==> src/rtl/alu_arbiter.sv <==
// Round-robin arbiter/sequencer sharing one ALU between two requesters.
// Each accepted op is latched, issued to the ALU for one cycle, and the
// captured result is returned on a response channel tagged with the requester id.
module alu_arbiter #(
  parameter int unsigned W = 4
) (
  input  logic         clk,
  input  logic         rst,
  input  logic         req0_valid,
  output logic         req0_ready,
  input  logic [2:0]   req0_func,
  input  logic [W-1:0] req0_a,
  input  logic [W-1:0] req0_b,
  input  logic         req1_valid,
  output logic         req1_ready,
  input  logic [2:0]   req1_func,
  input  logic [W-1:0] req1_a,
  input  logic [W-1:0] req1_b,
  output logic [2:0]   alu_func,
  output logic [W-1:0] alu_a,
  output logic [W-1:0] alu_b,
  input  logic [W-1:0] alu_sum,
  input  logic         alu_cout,
  input  logic         alu_overflow,
  output logic         rsp_valid,
  input  logic         rsp_ready,
  output logic         rsp_id,
  output logic [W-1:0] rsp_result,
  output logic         rsp_cout,
  output logic         rsp_overflow,
  output logic         rsp_zero,
  output logic         busy,
  output logic [7:0]   ops_done
);

  localparam int unsigned FUNC_W = 3;
  localparam int unsigned CNT_W  = 8;

  typedef enum logic [1:0] {
    ST_IDLE  = 2'd0,
    ST_ISSUE = 2'd1,
    ST_RESP  = 2'd2
  } state_t;

  state_t              r_state;
  state_t              w_next;
  logic                r_ptr;
  logic [FUNC_W-1:0]   r_func;
  logic [W-1:0]        r_a;
  logic [W-1:0]        r_b;
  logic                r_id;
  logic [W-1:0]        r_rsp_result;
  logic                r_rsp_cout;
  logic                r_rsp_overflow;
  logic                r_rsp_zero;
  logic [CNT_W-1:0]    r_ops_done;

  logic                w_any;
  logic                w_gnt_id;
  logic                w_accept;
  logic                w_rsp_hs;

  // Tie goes to the pointer; a lone valid always wins.
  assign w_any    = req0_valid | req1_valid;
  assign w_gnt_id = (req0_valid & req1_valid) ? r_ptr : req1_valid;
  assign w_accept = (r_state == ST_IDLE) & w_any;
  assign w_rsp_hs = (r_state == ST_RESP) & rsp_ready;

  // State register.
  always_ff @(posedge clk or posedge rst) begin
    if (rst) r_state <= ST_IDLE;
    else     r_state <= w_next;
  end

  // Next-state logic.
  always_comb begin
    w_next = r_state;
    case (r_state)
      ST_IDLE:  if (w_any) w_next = ST_ISSUE;
      ST_ISSUE: w_next = ST_RESP;
      ST_RESP:  if (rsp_ready) w_next = ST_IDLE;
      default:  w_next = ST_IDLE;
    endcase
  end

  // Per-state handshake and status outputs.
  always_comb begin
    req0_ready = 1'b0;
    req1_ready = 1'b0;
    rsp_valid  = 1'b0;
    busy       = 1'b1;
    case (r_state)
      ST_IDLE: begin
        busy       = 1'b0;
        req0_ready = w_any & ~w_gnt_id;
        req1_ready = w_any & w_gnt_id;
      end
      ST_RESP:  rsp_valid = 1'b1;
      default: ;
    endcase
  end

  // Operand latch and round-robin pointer update on request handshake.
  always_ff @(posedge clk or posedge rst) begin
    if (rst) begin
      r_func <= '0;
      r_a    <= '0;
      r_b    <= '0;
      r_id   <= 1'b0;
      r_ptr  <= 1'b0;
    end else if (w_accept) begin
      r_func <= w_gnt_id ? req1_func : req0_func;
      r_a    <= w_gnt_id ? req1_a    : req0_a;
      r_b    <= w_gnt_id ? req1_b    : req0_b;
      r_id   <= w_gnt_id;
      r_ptr  <= ~w_gnt_id;
    end
  end

  // Capture ALU result and flags during the issue cycle.
  always_ff @(posedge clk or posedge rst) begin
    if (rst) begin
      r_rsp_result   <= '0;
      r_rsp_cout     <= 1'b0;
      r_rsp_overflow <= 1'b0;
      r_rsp_zero     <= 1'b0;
    end else if (r_state == ST_ISSUE) begin
      r_rsp_result   <= alu_sum;
      r_rsp_cout     <= alu_cout;
      r_rsp_overflow <= alu_overflow;
      r_rsp_zero     <= (alu_sum == '0);
    end
  end

  // Completed-response counter, wraps naturally.
  always_ff @(posedge clk or posedge rst) begin
    if (rst)           r_ops_done <= '0;
    else if (w_rsp_hs) r_ops_done <= r_ops_done + CNT_W'(1);
  end

  assign alu_func     = r_func;
  assign alu_a        = r_a;
  assign alu_b        = r_b;
  assign rsp_id       = r_id;
  assign rsp_result   = r_rsp_result;
  assign rsp_cout     = r_rsp_cout;
  assign rsp_overflow = r_rsp_overflow;
  assign rsp_zero     = r_rsp_zero;
  assign ops_done     = r_ops_done;

endmodule
==> config.mk <==
export PLATFORM = sky130hd
export DESIGN_NAME = alu_arbiter
export DESIGN_NICKNAME = d
export VERILOG_FILES = /design/src/rtl/alu_arbiter.sv
export SDC_FILE = /design/constraint.sdc
export NUM_CORES = 1
export LEC_CHECK = 0
export ABC_AREA = 1
export CAP_MARGIN = 20
export CORE_MARGIN = 4
export CORE_UTILIZATION = 51
export DETAILED_ROUTE_END_ITERATION = 12
export DONT_BUFFER_PORTS = 1
export PLACE_DENSITY = 0.66
export RECOVER_POWER = 50
export SETUP_SLACK_MARGIN = 0.5
export SLEW_MARGIN = 20
export SYNTH_ARGS = -nofsm -noshare
export SYNTH_HDL_FRONTEND = slang
export SYNTH_SLANG_ARGS = --single-unit
==> constraint.sdc <==
create_clock -name clk -period 1.8 [get_ports clk]
set_clock_uncertainty 0.15 [all_clocks]
set_input_delay 0.36 -clock clk [delete_from_list [all_inputs] [get_ports clk]]
set_output_delay 0.36 -clock clk [all_outputs]
set_load 0.01 [all_outputs]
==> results of run 1 <==
-- where the power goes --
| group | internal (mW) | leakage, nW | switching [mW] |
|---|---|---|---|
| Combinational | 0.430 | 0.486 | 0.542 |
| Clock | 0.140 | 0.0308 | 0.219 |
| Sequential | 0.972 | 0.351 | 0.364 |
| Total | 1.54 | 0.868 | 1.13 |
-- worst paths after layout --
path / end / slack (ns) / cells past startpoint
worst max-delay path: req0_ready / 0.11 / 5
worst min register to register: ops_done[4] / 0.39 / 1
min in group asynchronous: alu_a[1] / 0.55 / 3
max in group asynchronous: ops_done[0] / 0.43 / 3
worst min-delay path: rsp_overflow / 0.02 / 1
worst max register to register: ops_done[6] / 0.25 / 8
-- cells in the final DEF (no fill, tap or decap) --
cell | netlist | routed
nand2_1 | 57 | 54
inv_1 | 26 | 26
dfrtp_1 | 30 | 23
nor2_1 | 18 | 17
buf_4 | 1 | 9
o21ai_1 | 7 | 8
dfrtp_2 | 0 | 7
o21ai_0 | 9 | 6
clkbuf_4 | 0 | 5
nand3_1 | 7 | 4
nand3_2 | 1 | 4
o21ai_2 | 1 | 3
nand2_2 | 1 | 3
inv_2 | 3 | 2
nor2_4 | 1 | 2
xor2_1 | 2 | 2
xnor2_1 | 2 | 2
clkinv_2 | 0 | 2
dlygate4sd3_1 | 0 | 2
nor2_2 | 1 | 1
nand4_1 | 1 | 1
mux2_1 | 1 | 1
mux2_2 | 1 | 1
nand2_4 | 0 | 1
inv_8 | 0 | 1
a21oi_1 | 1 | 1
ha_4 | 0 | 1
buf_6 | 2 | 1
clkbuf_2 | 0 | 1
clkbuf_1 | 0 | 1
buf_8 | 0 | 1
-- per-layer routing --
| layer | GRT usage [%] | wire length [um] | up-vias |
|---|---|---|---|
| met5 | 0 | 0 | - |
| met4 | 10.2 | 60 | 0 |
| met3 | 7.02 | 300 | 7 |
| met2 | 31.5 | 1500 | 60 |
| met1 | 19.6 | 1150 | 503 |
| li1 | - | - | 562 |
-- critical path, cell delays in order, from the launching register on --
cell and delay [ns]:
dfrtp_1 0.41, inv_1 0.12, nand2_4 0.09, nor2_4 0.10
nand2_2 0.06, inv_2 0.07
-- sequential cells by signal, summed over array words and instances, names as in the netlist --
name	count
alu_a	4
alu_b	4
alu_func	3
ops_done	8
r_ptr	1
r_state	2
rsp_cout	1
rsp_id	1
rsp_overflow	1
rsp_result	4
rsp_zero	1
-- kinds of logic after synthesis --
logic type,count (synthesis),synth area share [%]
fa+ha+maj,1,0.881
buf+inv,34,10.5
mux,2,1.59
xor+xnor,4,2.47
simple gates,87,25.1
compound gates,18,6.61
flops,30,52.9
-- through the flow --
step / hold WS (ns) / worst slack, ns / std cells
6_report: 0.0176 / 0.107 / 223
5_1_grt: 0.00733 / 0.0418 / 223
4_1_cts: 0.00306 / 0.139 / 219
3_5_place_dp: 0.205 / 0.321 / 205
3_3_place_gp: 0.195 / 0.349 / 205
2_1_floorplan: 0.301 / 0.329 / 176
-- repair_timing --
item                                   4_1_cts  5_1_grt
resized for setup                           12       19
pin swaps                                    4        3
endpoints found under the hold margin       31        0
setup endpoints to repair                   31       54
setup buffers                                5        4
hold buffers                                 2        0
-- final cells by class --
cell class                      count  area (sq um)
Inverter                           29           116
Fill cell                         232           908
Timing Repair Buffer               15           123
Tap cell                           30          37.5
Clock inverter                      2          10.0
Multi-Input combinational cell    112           576
Clock buffer                        5          37.5
Sequential cell                    30           759
==> run_results.csv, run 1 <==
group,metric,value,unit
logic_synthesis,netlist_instances,176,
finish,diodes,0,
sta,setup_tns,0,ns
critical_path,startpoint,"r_state[0]",
sta,clock.fmax,591,MHz
drt,postRouteAntennaNets,0,
finish,finalNetCount,227,
floorplanning,start_util,55.3,%
global_routing,grt_use_total,18.5,%
sta,worstMarginPinSlew,0.745,ns
logic_synthesis,synth_top_area_share,52.9,%
drt,num_vias,1132,
worst_hold_path,hold_class,"primary input to register",
drt,vias_per_cell,5.08,
power_and_ir_drop,total_power,2.67,mW
logic_synthesis,synth_top_cells_by_area,"dfrtp_1 (53%), nand2_1 (15%), inv_1 (6.9%)",
drt,wire_per_inst,13.5,um
finish,drive_gt1_share,23.3,%
floorplanning,core_area,2570,sq um
clock_tree,h-tree-depth,2,
drt,dr.pass1.iters,4,
drt,finalWirelength,3010,um
clock_tree,cts_buffers,5,
critical_path,cp.required,1.29,ns
placement,place_hpwl,2110,um
logic_synthesis,ys_seq_area_share,52.9,%
global_routing,grt-ovfl-total,0,
critical_path,crit_type,"register to primary output",
sta,slew_viol_final,0,
finish,stdcell_area,1660,sq um
finish,syn_to_final_growth,16.8,%
placement,place.gp.congestion,0.763,
clock_tree,cts_sinks,30,
sta,period_share,94.0,%
finish,fin_util,64.6,%
power_and_ir_drop,power_density,1610,nW/um^2
clock_tree,clockRootBuffer,"clkbuf_4",
sta,timing_hold_violations_final,0,
drt,remaining_drc_errors,0,
clock_tree,cts_tree,"done",
sta,rsz0062_at_grt,"yes",
worst_hold_path,hold_start,"alu_overflow",
flow_run,maxCapViolCount,0,
critical_path,startpoint_type,"register",
logic_synthesis,synth_top_cell_by_area,"dfrtp_1",
placement,io_buffers,0,
logic_synthesis,avgSynthCellArea,8.07,sq um
global_routing,grt_pass1_wl,4800,um
logic_synthesis,yosysMostFrequentCell,"nand2_1",
run_status,status,"complete, no violations",
logic_synthesis,syn-num-nets,210,
logic_synthesis,synth-edff-count,0,
critical_path,crit_fanout,3,
power_and_ir_drop,p_leak,0.868,nW
logic_synthesis,synthesis.area,1420,sq um
logic_synthesis,yosysUniqueCellTypes,23,
clock_tree,insertion_delay,0.32,ns
floorplanning,die_h,60.8,um
drt,drt_iter0_markers,27,
clock_tree,clk_pin_slew,0.09,ns
logic_synthesis,ys_warn_count,0,
global_routing,antenna_found_initial,0,
floorplanning,io_pins,64,
floorplanning,dieArea,3690,sq um
logic_synthesis,synth-main-ff-cell,"dfrtp_1",
floorplanning,rows,18,
logic_synthesis,yosys-top-cells-count,"nand2_1 (57), dfrtp_1 (30), inv_1 (26)",
sta,finalSetupViolations,0,
placement,place_area,1460,sq um
logic_synthesis,ys_seq_elements,30,
global_routing,grt_max_degree,31,
critical_path,critPathArrivalTime,1.18,ns
sta,min_period,1.69,ns
critical_path,cp-end-kind,"primary output",
clock_tree,ctsLongestPathBuffers,2,
sta,slew_headroom,50.3,%
critical_path,regToRegStartpoint,"r_state[0]",
power_and_ir_drop,ir_drop,1030,uV
logic_synthesis,synth-async-reset-ratio,100,%
floorplanning,fp.dieW,60.8,um
global_routing,grt_pass1_vias,1107,
Note: power is estimated with default switching activity, not from simulation.
==> run 2: changes to the inputs <==
--- a/config.mk
+++ b/config.mk
@@ -7,7 +7,7 @@
 export LEC_CHECK = 0
 export ABC_AREA = 1
 export CAP_MARGIN = 20
-export CORE_MARGIN = 4
+export CORE_MARGIN = 8
 export CORE_UTILIZATION = 51
 export DETAILED_ROUTE_END_ITERATION = 12
 export DONT_BUFFER_PORTS = 1
==> run_results.csv, run 2 (synthesis results as in run 1) <==
group,metric,value,unit
finish,final_cell_mix,"nand2_1 (54), inv_1 (26), dfrtp_1 (23)",
finish,diodes,0,
clock_tree,cts_tree,"done",
critical_path,cp-end-kind,"primary output",
global_routing,grt-ovfl-total,0,
placement,place.gp.congestion,0.792,
critical_path,critPathArrivalTime,1.17,ns
critical_path,startpoint_type,"register",
floorplanning,io_pins,64,
placement,io_buffers,0,
clock_tree,clk_pin_slew,0.09,ns
sta,min_period,1.68,ns
drt,drt_iter0_markers,32,
floorplanning,rows,19,
floorplanning,core_area,2710,sq um
worst_hold_path,hold_start,"alu_overflow",
floorplanning,fp.dieW,68.8,um
finish,fin_util,62.6,%
floorplanning,start_util,52.4,%
global_routing,grt_use_total,14.6,%
run_status,status,"complete, no violations",
drt,wire_per_inst,15.1,um
power_and_ir_drop,p_leak,0.875,nW
clock_tree,h-tree-depth,2,
sta,finalSetupViolations,0,
global_routing,grt_pass1_wl,5150,um
sta,rsz0062_at_grt,"yes",
global_routing,grt_max_degree,22,
finish,drive_gt1_share,21.8,%
power_and_ir_drop,power_density,1670,nW/um^2
clock_tree,ctsLongestPathBuffers,2,
power_and_ir_drop,ir_drop,1130,uV
critical_path,r2r_slack,0.26,ns
clock_tree,cts_buffers,5,
worst_hold_path,hold_depth,1,
clock_tree,cts_sinks,30,
drt,postRouteAntennaNets,0,
sta,setup_ws,0.117,ns
sta,worstMarginPinSlew,0.518,ns
sta,slew_viol_final,0,
drt,finalWirelength,3380,um
placement,place_hpwl,2490,um
drt,dr.pass1.iters,4,
drt,num_vias,1137,
critical_path,cp.required,1.29,ns
floorplanning,dieArea,4730,sq um
finish,largest_reg_flops,8,
finish,finalNetCount,226,
clock_tree,insertion_delay,0.32,ns
sta,setup_tns,0,ns
critical_path,regToRegStartpoint,"r_state[1]",
finish,final_common_cell,"nand2_1",
floorplanning,die_h,68.8,um
critical_path,crit_type,"register to primary output",
global_routing,antenna_found_initial,0,
clock_tree,clockRootBuffer,"clkbuf_4",
drt,remaining_drc_errors,0,
worst_hold_path,hold_class,"primary input to register",
critical_path,worstReg2RegEnd,"rsp_overflow",
sta,timing_hold_violations_final,0,
sta,clock.fmax,594,MHz
drt,vias_per_cell,5.08,
global_routing,grt_pass1_vias,1213,
worst_hold_path,whs_endpoint,"rsp_overflow",
finish,syn_to_final_growth,19.5,%
critical_path,crit_fanout,3,
sta,period_share,93.5,%
critical_path,reg2reg_depth,4,
flow_run,maxCapViolCount,0,
placement,pre_cts_ws,0.309,ns
sta,slew_headroom,65.4,%
[run 2: repair_timing]
item	in CTS	in global routing
hold buffers	2	0
gates resized for setup	12	21
setup endpoints to repair	27	40
setup buffers	6	3
hold endpoints to repair	10	0
pin swaps	3	5
[run 2: through the flow]
| step | std cells | power (mW) | hold WS, ns | area (sq um) |
|---|---|---|---|---|
| floorplan | 176 | 1.92 | 0.301 | 1430 |
| global placement | 205 | 2.05 | 0.104 | 1460 |
| detailed placement | 205 | 2.11 | 0.111 | 1460 |
| CTS | 221 | 2.74 | 0.00988 | 1650 |
| global route | 224 | 3.07 | 0.00574 | 1700 |
| finish | 224 | 2.84 | 0.0207 | 1700 |
[run 2: how the worst max path moves through the flow]
stage	startpoint	endpoint	slack (ns)
2_1_floorplan	r_state[1]	req0_ready	0.33
3_3_place_gp	r_state[1]	req0_ready	0.34
3_5_place_dp	r_state[1]	req0_ready	0.31
4_1_cts	r_state[0]	req0_ready	0.13
5_1_grt	r_state[0]	req0_ready	0.05
6_report	r_state[0]	req0_ready	0.12
[run 2: area by class of cell]
cell class / instances / area (sq um)
timing repair buffer: 14 / 115
tap: 31 / 38.8
sequential: 30 / 759
inverter: 29 / 116
multi-input combinational: 112 / 588
clock buffer: 8 / 78.8
fill: 239 / 1010
[run 2: critical path, cell delays in order, from the launching register on]
cell	delay, ns
dfrtp_1	0.41
inv_1	0.12
nand2_4	0.10
nor2_4	0.10
nand2_2	0.06
inv_2	0.07
[run 2: power breakdown]
part           internal (mW)  switching (mW)  leakage (nW)
sequential             0.972           0.382         0.351
combinational          0.431           0.566         0.480
clock                  0.267           0.222        0.0446
[run 2: metal layers]
metal / GRT usage (%) / up-vias / share of wire, %
met4: 5.26 / 0 / 1.5
li1: - / 559 / -
met3: 8.89 / 6 / 12
met2: 25.3 / 46 / 49
met1: 14.0 / 526 / 37
met5: 0 / - / 0
